File: config.mk
export PLATFORM = sky130hd
export DESIGN_NAME = uart_hex_dec
export DESIGN_NICKNAME = d
export VERILOG_FILES = /design/src/rtl/uart_hex_dec.sv
export SDC_FILE = /design/constraint.sdc
export NUM_CORES = 1
export LEC_CHECK = 0
export ABC_AREA = 1
export BUFFER_PORTS_ARGS = -buffer_cell sky130_fd_sc_hd__buf_2
export CAP_MARGIN = 10
export CORE_MARGIN = 5
export CORE_UTILIZATION = 45
export CTS_CLUSTER_SIZE = 10
export DETAILED_ROUTE_END_ITERATION = 8
export PLACE_DENSITY_LB_ADDON = 0.1
export SYNTH_ARGS = -nofsm -noshare
export SYNTH_HDL_FRONTEND = slang
export SYNTH_SLANG_ARGS = --single-unit
File: constraint.sdc
create_clock -name CLK -period 1.6 [get_ports CLK]
set_clock_uncertainty 0.15 [all_clocks]
set_input_delay 0.08 -clock CLK [delete_from_list [all_inputs] [get_ports CLK]]
set_output_delay 0.08 -clock CLK [all_outputs]
set_load 0.02 [all_outputs]
File: src/rtl/uart_hex_dec.sv
// uart_hex_dec: turns a captured frame of ASCII hex characters into binary,
// one character per cycle, flagging the index of the first non-hex character.
module uart_hex_dec #(
  parameter int ADDR_CHARS = 2,
  parameter int DATA_CHARS = 8,
  parameter int LOWER_EN   = 1
) (
  input  logic                                          CLK,
  input  logic                                          RST,
  input  logic                                          IN_VALID,
  output logic                                          IN_READY,
  input  logic                                          STATE_R_IN,
  input  logic                                          STATE_W_IN,
  input  logic [8*ADDR_CHARS-1:0]                       ADDR_IN,
  input  logic [8*DATA_CHARS-1:0]                       DATA_IN,
  input  logic                                          FAIL_IN,
  output logic                                          OUT_VALID,
  input  logic                                          OUT_READY,
  output logic                                          STATE_R_OUT,
  output logic                                          STATE_W_OUT,
  output logic [4*ADDR_CHARS-1:0]                       ADDR_OUT,
  output logic [4*DATA_CHARS-1:0]                       DATA_OUT,
  output logic                                          FAIL_OUT,
  output logic [$clog2(ADDR_CHARS+DATA_CHARS+1)-1:0]    FAIL_IDX
);

  // state | meaning
  // IDLE  | waiting for a frame, IN_READY high
  // CONV  | decoding one character per cycle, most significant first
  // DONE  | result held until OUT_READY is seen with OUT_VALID high

  localparam int N  = ADDR_CHARS + DATA_CHARS;
  localparam int IW = $clog2(N + 1);

  typedef enum logic [1:0] {
    IDLE = 2'd0,
    CONV = 2'd1,
    DONE = 2'd2
  } state_t;

  state_t              r_state;
  state_t              w_state_nxt;

  logic [8*N-1:0]      r_frame;
  logic [IW-1:0]       r_cnt;
  logic [4*N-5:0]      r_acc;
  logic                r_err;
  logic [IW-1:0]       r_idx;

  logic                r_out_valid;
  logic                r_state_r;
  logic                r_state_w;
  logic [4*ADDR_CHARS-1:0] r_addr_out;
  logic [4*DATA_CHARS-1:0] r_data_out;
  logic                r_fail_out;
  logic [IW-1:0]       r_fail_idx;

  logic [7:0]          w_char;
  logic [3:0]          w_nib;
  logic                w_char_ok;
  logic [4*N-1:0]      w_full;
  logic                w_last;

  assign w_char = r_frame[8*N-1 -: 8];
  assign w_full = {r_acc, w_nib};
  assign w_last = (r_cnt == IW'(N - 1));

  always_comb begin
    w_nib     = 4'd0;
    w_char_ok = 1'b0;
    if (w_char >= 8'h30 && w_char <= 8'h39) begin
      w_nib     = w_char[3:0];
      w_char_ok = 1'b1;
    end else if (w_char >= 8'h41 && w_char <= 8'h46) begin
      w_nib     = w_char[3:0] + 4'd9;
      w_char_ok = 1'b1;
    end else if (LOWER_EN != 0 && w_char >= 8'h61 && w_char <= 8'h66) begin
      w_nib     = w_char[3:0] + 4'd9;
      w_char_ok = 1'b1;
    end
  end

  always_ff @(posedge CLK) begin
    if (RST) begin
      r_state <= IDLE;
    end else begin
      r_state <= w_state_nxt;
    end
  end

  always_comb begin
    w_state_nxt = r_state;
    case (r_state)
      IDLE: begin
        if (IN_VALID) begin
          w_state_nxt = FAIL_IN ? DONE : CONV;
        end
      end
      CONV: begin
        if (w_last) begin
          w_state_nxt = DONE;
        end
      end
      DONE: begin
        if (r_out_valid && OUT_READY) begin
          w_state_nxt = IDLE;
        end
      end
      default: w_state_nxt = IDLE;
    endcase
  end

  always_ff @(posedge CLK) begin
    if (RST) begin
      r_frame     <= '0;
      r_cnt       <= '0;
      r_acc       <= '0;
      r_err       <= 1'b0;
      r_idx       <= '0;
      r_out_valid <= 1'b0;
      r_state_r   <= 1'b0;
      r_state_w   <= 1'b0;
      r_addr_out  <= '0;
      r_data_out  <= '0;
      r_fail_out  <= 1'b0;
      r_fail_idx  <= '0;
    end else begin
      case (r_state)
        IDLE: begin
          if (IN_VALID) begin
            r_frame   <= {ADDR_IN, DATA_IN};
            r_state_r <= STATE_R_IN;
            r_state_w <= STATE_W_IN;
            r_cnt     <= '0;
            r_acc     <= '0;
            r_err     <= 1'b0;
            r_idx     <= '0;
            if (FAIL_IN) begin
              r_fail_out <= 1'b1;
              r_fail_idx <= IW'(N);
            end
          end
        end
        CONV: begin
          r_frame <= r_frame << 8;
          r_acc   <= w_full[4*N-5:0];
          r_cnt   <= r_cnt + IW'(1);
          if (!w_char_ok && !r_err) begin
            r_err <= 1'b1;
            r_idx <= r_cnt;
          end
          // Last character: publish the result straight from the shift path.
          if (w_last) begin
            r_addr_out  <= w_full[4*N-1:4*DATA_CHARS];
            r_data_out  <= w_full[4*DATA_CHARS-1:0];
            r_fail_out  <= r_err || !w_char_ok;
            r_fail_idx  <= r_err ? r_idx : (w_char_ok ? '0 : r_cnt);
            r_out_valid <= 1'b1;
          end
        end
        DONE: begin
          // The FAIL_IN path enters DONE with OUT_VALID low; it rises one cycle later.
          if (!r_out_valid) begin
            r_out_valid <= 1'b1;
          end else if (OUT_READY) begin
            r_out_valid <= 1'b0;
          end
        end
        default: ;
      endcase
    end
  end

  assign IN_READY    = (r_state == IDLE);
  assign OUT_VALID   = r_out_valid;
  assign STATE_R_OUT = r_state_r;
  assign STATE_W_OUT = r_state_w;
  assign ADDR_OUT    = r_addr_out;
  assign DATA_OUT    = r_data_out;
  assign FAIL_OUT    = r_fail_out;
  assign FAIL_IDX    = r_fail_idx;

endmodule

Word-level counts from Yosys, hierarchy flattened
Cells that the tools add are included.
{"block": "totals", "regBits": 175, "latchBits": 0, "ram_bits": 0, "mem_bits_ro": 0, "input_bits": 87, "out_inout_bits": 49, "wordCells": 83, "memories": 0}
{"block": "op_classes", "n_addsub": 2, "multipliers": 0, "div": 0, "magnitude_cmp": 6, "n_eq_ne": 8, "shifts": 0, "n_mux": 36, "bitwise_logic": 0, "reduce_logical": 18}
{"cell": "$pmux 80 s2", "count": 1}
{"cell": "$mux 80", "count": 1}
{"cell": "$pmux 36 s2", "count": 1}
{"cell": "$mux 4", "count": 10}
{"cell": "$mux 36", "count": 1}
{"cell": "$pmux 4 s2", "count": 3}
{"cell": "$ge 8x7->1 const B", "count": 2}
{"cell": "$le 8x7->1 const B", "count": 2}
{"cell": "$mux 1", "count": 11}
{"cell": "$ge 8x6->1 const B", "count": 1}
{"cell": "$le 8x6->1 const B", "count": 1}
{"cell": "$mux 2", "count": 4}
{"cell": "$ne 2x2->1 const B", "count": 4}
{"cell": "$reduce_and 2->1", "count": 4}
{"cell": "$pmux 1 s2", "count": 3}
{"cell": "$pmux 2 s3", "count": 1}
{"cell": "$reduce_and 3->1", "count": 2}
{"cell": "$logic_and 1x1->1", "count": 5}
{"cell": "$add 4x1->4 const B", "count": 1}
{"cell": "$add 4x4->4 const B", "count": 1}
{"cell": "$eq 4x4->1 const B", "count": 1}
{"cell": "$reduce_and 4->1", "count": 1}
{"cell": "$reduce_bool 2->1", "count": 2}
{"cell": "$eq 2x1->1 const B", "count": 1}
{"cell": "5 further kinds", "count": 6}

Depth between registers and ports, before layout
{"block": "depth", "depth_word": 9, "depth_mapped": 10, "mapped_depth_nobuf": 10}

Least setup slack after synthesis
No wires, ideal clock.
{"block": "synth_timing", "path_type": "flip-flop to flip-flop", "start": "reg r_state[1]", "end": "reg r_frame[40]", "setup_time_ps": 128, "t_arrival_ps": 1399, "required_time_ps": 1322, "path_slack_ps": -78, "path_stages_with_launch": 7, "n_path_buf": 2, "period_less_slack_ps": 1678, "path_cell_list": "dfxtp_1 nor2_1 nand2_1 buf_2 buf_2 o221ai_1 a21oi_1"}
{"block": "synth_via", "elab_chain_cells": 3, "elab_cells_between_ends": 6, "cone_classes": "2 x eq/ne; 1 x mux; 3 x reduce/logical"}
{"item": "start: declaration", "line_no": "41", "text": "state_t r_state;"}
{"item": "start signal: assignment", "line_no": "87", "text": "r_state <= w_state_nxt;"}
{"item": "$logic_not 2->1 *"}
{"item": "net IN_READY", "line_no": "11", "text": "output logic IN_READY,"}
{"item": "$ne 2x2->1 (no source line) / $reduce_bool 2->1 (equally long branches)"}
{"item": "$reduce_and 2->1 (no source line)"}
{"item": "end signal: assignment", "line_no": "131", "text": "r_frame <= {ADDR_IN, DATA_IN};"}
{"item": "end signal: assignment", "line_no": "145", "text": "r_frame <= r_frame << 8;"}
{"item": "end: declaration", "line_no": "44", "text": "logic [8*N-1:0] r_frame;"}
Mark *: on every way through the listed nets, which the timed path passes. The rest lies on a longest branch.
A chain may end at the register's enable or synchronous reset.

Worst setup path in the final report
{"block": "layout_timing", "start": "reg r_frame[72]", "end": "reg r_idx[1]"}
{"block": "layout_via", "elab_chain_cells": 9, "elab_cells_between_ends": 16, "cone_classes": "6 x order compare; 1 x eq/ne; 3 x mux; 6 x reduce/logical"}
{"item": "$ge 8x7->1 / $le 8x7->1 (equally long branches)", "line_no": "77", "text": "end else if (LOWER_EN != 0 && w_char >= 8'h61 && w_char <= 8'h66) begin"}
{"item": "$logic_and 1x1->1", "line_no": "77"}
{"item": "$mux 1", "line_no": "77"}
{"item": "$mux 1", "line_no": "74", "text": "end else if (w_char >= 8'h41 && w_char <= 8'h46) begin"}
{"item": "$mux 1 *", "line_no": "71", "text": "if (w_char >= 8'h30 && w_char <= 8'h39) begin"}
{"item": "$logic_not 1->1 *", "line_no": "148", "text": "if (!w_char_ok && !r_err) begin"}
{"item": "$logic_and 1x1->1 *", "line_no": "148"}
{"item": "$ne 2x2->1 (no source line) *"}
{"item": "$reduce_and 3->1 (no source line) *"}
{"item": "end signal: assignment", "line_no": "150", "text": "r_idx <= r_cnt;"}
{"item": "end: declaration", "line_no": "48", "text": "logic [IW-1:0] r_idx;"}
Mark *: on every way between the ends. The rest lies on a longest branch, timed or not.

==> run_results.csv <==
group,metric,value,unit
clocking,clk_path_buf_depth,2,
critical_path,crit_required,1740,ps
min_path,hold_path_class,"input pin to register",
routing,ant_nets,0,
synth,ys.flop_type,"dfxtp_1",
synth,ys_seq_elements,175,
power_and_ir_drop,power.share.clock,40.0,%
routing,wl_per_cell,15.4,µm
power_and_ir_drop,power_switching,2.83,mW
synth,async_reset_ff_share,0,%
clocking,cts_tree,"done",
clocking,cts_num_sinks,175,
clocking,htree_num_levels,4,
floorplanning,ios,136,
outcome,outcome,"completed",
critical_path,crit_path_top_delay_cell,"dfxtp_4",
synth,synth_top_cell_by_area,"dfxtp_1",
critical_path,crit_fanout,5,
floorplanning,chipWidth,132,µm
timing,hold_slack,59.0,ps
synth,syn-cell-area,0.00673,mm²
global_routing,grtUsageTotal,21.1,%
power_and_ir_drop,p_sw_share,25.5,%
floorplanning,core_area,0.0146,mm²
power_and_ir_drop,pwr_density_cell,1150,mW/mm²
critical_path,cp.arrival,1730,ps
power_and_ir_drop,peakVddDrop,0.000781,V
power_and_ir_drop,p_int,8.28,mW
power_and_ir_drop,finalPower,11.1,mW
synth,netlist_instances,834,
synth,syn_nets,926,
timing,period_needed,1580,ps
floorplanning,dieArea,0.0175,mm²
global_routing,grt_pass1_vias,6497,
synth,synthTopCellsByArea,"dfxtp_1 52%, a21oi_1 12%, nand2_1 11%, o221ai_1 8.6%, inv_1 4.5%",
power_and_ir_drop,leakage,3.90,nW
layout,drive_above_1_share,25.0,%
placement,portBuffers,135,
timing,timing.slew.headroom,70.4,%
timing,period_share,99.0,%
synth,yosysTopAreaCellShare,52.1,%
placement,dpl.hpwl,11.6,mm
placement,dpl-instance-area,0.00777,mm²
clocking,clkTransAtPathRegs,60,ps
routing,drt_iter0_markers,403,
synth,synth_edf_count,0,
power_and_ir_drop,pwr-share-seq,43.9,%
global_routing,grt_max_degree,100,
synth,ys_seq_area_share,52.1,%
synth,ys_warn_count,0,
critical_path,critical_path_class,"register to register",
layout,areaGrowthSynthToFinish,43.3,%
power_and_ir_drop,comb_power_share,16.1,%
flow_run,drv_cap,0,
clocking,cts_root_buf,"clkbuf_16",
timing,rsz0062_at_grt,"yes",
timing,tns,0,ps
routing,vias,6648,
timing,hold_viol_final,0,
floorplanning,die_y,132,µm
timing,setup_violations,0,
routing,finalWirelength,19.4,mm
synth,avgSynthCellArea,8.06,µm²
critical_path,crit_path_frequent_cell,"nand2_4",
global_routing,antenna_found_initial,1,
timing,max_freq,631,MHz
floorplanning,row_count,44,
clocking,cts_buffers,17,
timing,worstMarginPinSlew,444,ps
floorplanning,start_util,46.1,%
critical_path,path_cells,"inv_4, ha_4, nand2_4, nor2_4, nand2_2, nand2_4, buf_6, nand3_2, nand3_1, a21oi_1",
clocking,clk_latency,420,ps
timing,slew_violations,0,
layout,finish.instance_area,0.00964,mm²
global_routing,grt_pass1_wl,31.2,mm
critical_path,worstSetupEndpointType,"register",
routing,drt_pass1_iterations,6,
synth,synth.top_cells.by_count,"197 x nand2_1, 175 x dfxtp_1, 159 x a21oi_1, 81 x inv_1, 66 x o221ai_1",
critical_path,cp-start-kind,"register",
synth,ys_types,24,
layout,layout.nets,1151,
global_routing,grt.overflow.total,0,
placement,gp_congestion,0.843,
synth,synth.most_common_cell,"nand2_1",
routing,routed_via_density,5.29,
routing,route.detailed.drc,0,
critical_path,critPathMaxStageDelay,360,ps
[power by group through the flow]
| stage | Clock (mW) | Sequential (mW) | Combinational, mW |
|---|---|---|---|
| after floorplan | 0 | 4.92 | 0.863 |
| after global placement | 0 | 4.94 | 1.35 |
| after detailed placement | 0 | 4.95 | 1.38 |
| after CTS | 4.50 | 4.86 | 1.56 |
| after global routing | 4.70 | 4.91 | 1.96 |
| final | 4.44 | 4.88 | 1.79 |
[layout by cell type, fill, tap and decap left out, types with 2 or more instances in the layout]
| cell | instances |
|---|---|
| a31oi_1 | 6 |
| inv_2 | 2 |
| clkinv_2 | 2 |
| clkinv_4 | 2 |
| o21ai_2 | 5 |
| inv_4 | 4 |
| clkbuf_8 | 4 |
| clkbuf_1 | 2 |
| nor2_1 | 28 |
| buf_6 | 7 |
| clkbuf_16 | 20 |
| dfxtp_1 | 171 |
| nand2_1 | 186 |
| ha_1 | 2 |
| nand2_2 | 7 |
| inv_1 | 78 |
| buf_2 | 134 |
| nor2_4 | 6 |
| a21oi_1 | 153 |
| o221ai_1 | 66 |
| buf_4 | 28 |
| bufinv_16 | 4 |
| nand2_4 | 4 |
| nand3_1 | 8 |
| o21ai_0 | 11 |
| a21oi_2 | 6 |
| nand4_1 | 3 |
| nor2_2 | 2 |
| dfxtp_4 | 3 |
| dlygate4sd3_1 | 84 |
| nand3_2 | 9 |
| buf_12 | 11 |
| ha_4 | 2 |
[state kept, by name (all words and copies together) (netlist names)]
| register | cells |
|---|---|
| r_idx | 4 |
| r_err | 1 |
| DATA_OUT | 32 |
| r_state | 2 |
| r_acc | 36 |
| FAIL_IDX | 4 |
| r_cnt | 4 |
| OUT_VALID | 1 |
| STATE_W_OUT | 1 |
| ADDR_OUT | 8 |
| STATE_R_OUT | 1 |
| r_frame | 80 |
| FAIL_OUT | 1 |
[critical path: cells and delay by family, from the launching register on]
kind,cells,cell delay [ps]
AND/OR/NAND/NOR,6,570
flip-flops,1,360
buffers and inverters,2,180
adder cells (fa/ha/maj),1,130
AO/OA/AOI/OAI,1,70
[worst paths after layout]
kind                from           to  slack, ps  cells after the start
max          r_frame[72]     r_idx[1]         20                     10
min                  RST  r_frame[74]         60                      3
max reg2reg  r_frame[72]     r_idx[1]         20                     10
min reg2reg  r_frame[64]  r_frame[64]        290                      2
[layer usage]
metal	GRT usage (%)	up-vias	routed length, µm
met1	26.1	3142	8010
met4	7.35	0	437
met3	4.85	33	1150
met5	0	-	0
met2	36.1	190	9820
li1	-	3283	-
[cell type report]
class	instances	area (µm²)
clock buffers	23	488
fillers	1146	4950
flip-flops and latches	175	3520
multi-input cells	514	2830
clock inverters	9	155
diodes	1	2.50
repair buffers	267	2100
inverters	84	325
well taps	184	230
[kinds of logic after synthesis]
kind of cell    synth area share (%)
compound gates                  22.8
fa+ha+maj                      0.930
buf+inv                         8.78
flops                           52.1
simple gates                    15.3
[per-stage QoR]
stage | util [%] | worst slack (ps) | instances
after floorplan | - | 36.4 | 834
after global placement | 53.3 | 1.38 | 1129
final | 66.1 | 15.5 | 1257
after detailed placement | 53.3 | -108 | 1129
after global routing | 66.1 | -59.8 | 1257
after CTS | 63.7 | -30.5 | 1246
[repair_timing]
action | 4_1_cts | 5_1_grt
setup endpoints to repair | 11 | 100
cloned | 0 | 3
resized for setup | 9 | 62
hold endpoints to repair | 85 | 0
hold buffers | 84 | 0
setup buffers | 1 | 7
pin swaps | 3 | 17
(Power assumes the default switching activity.)
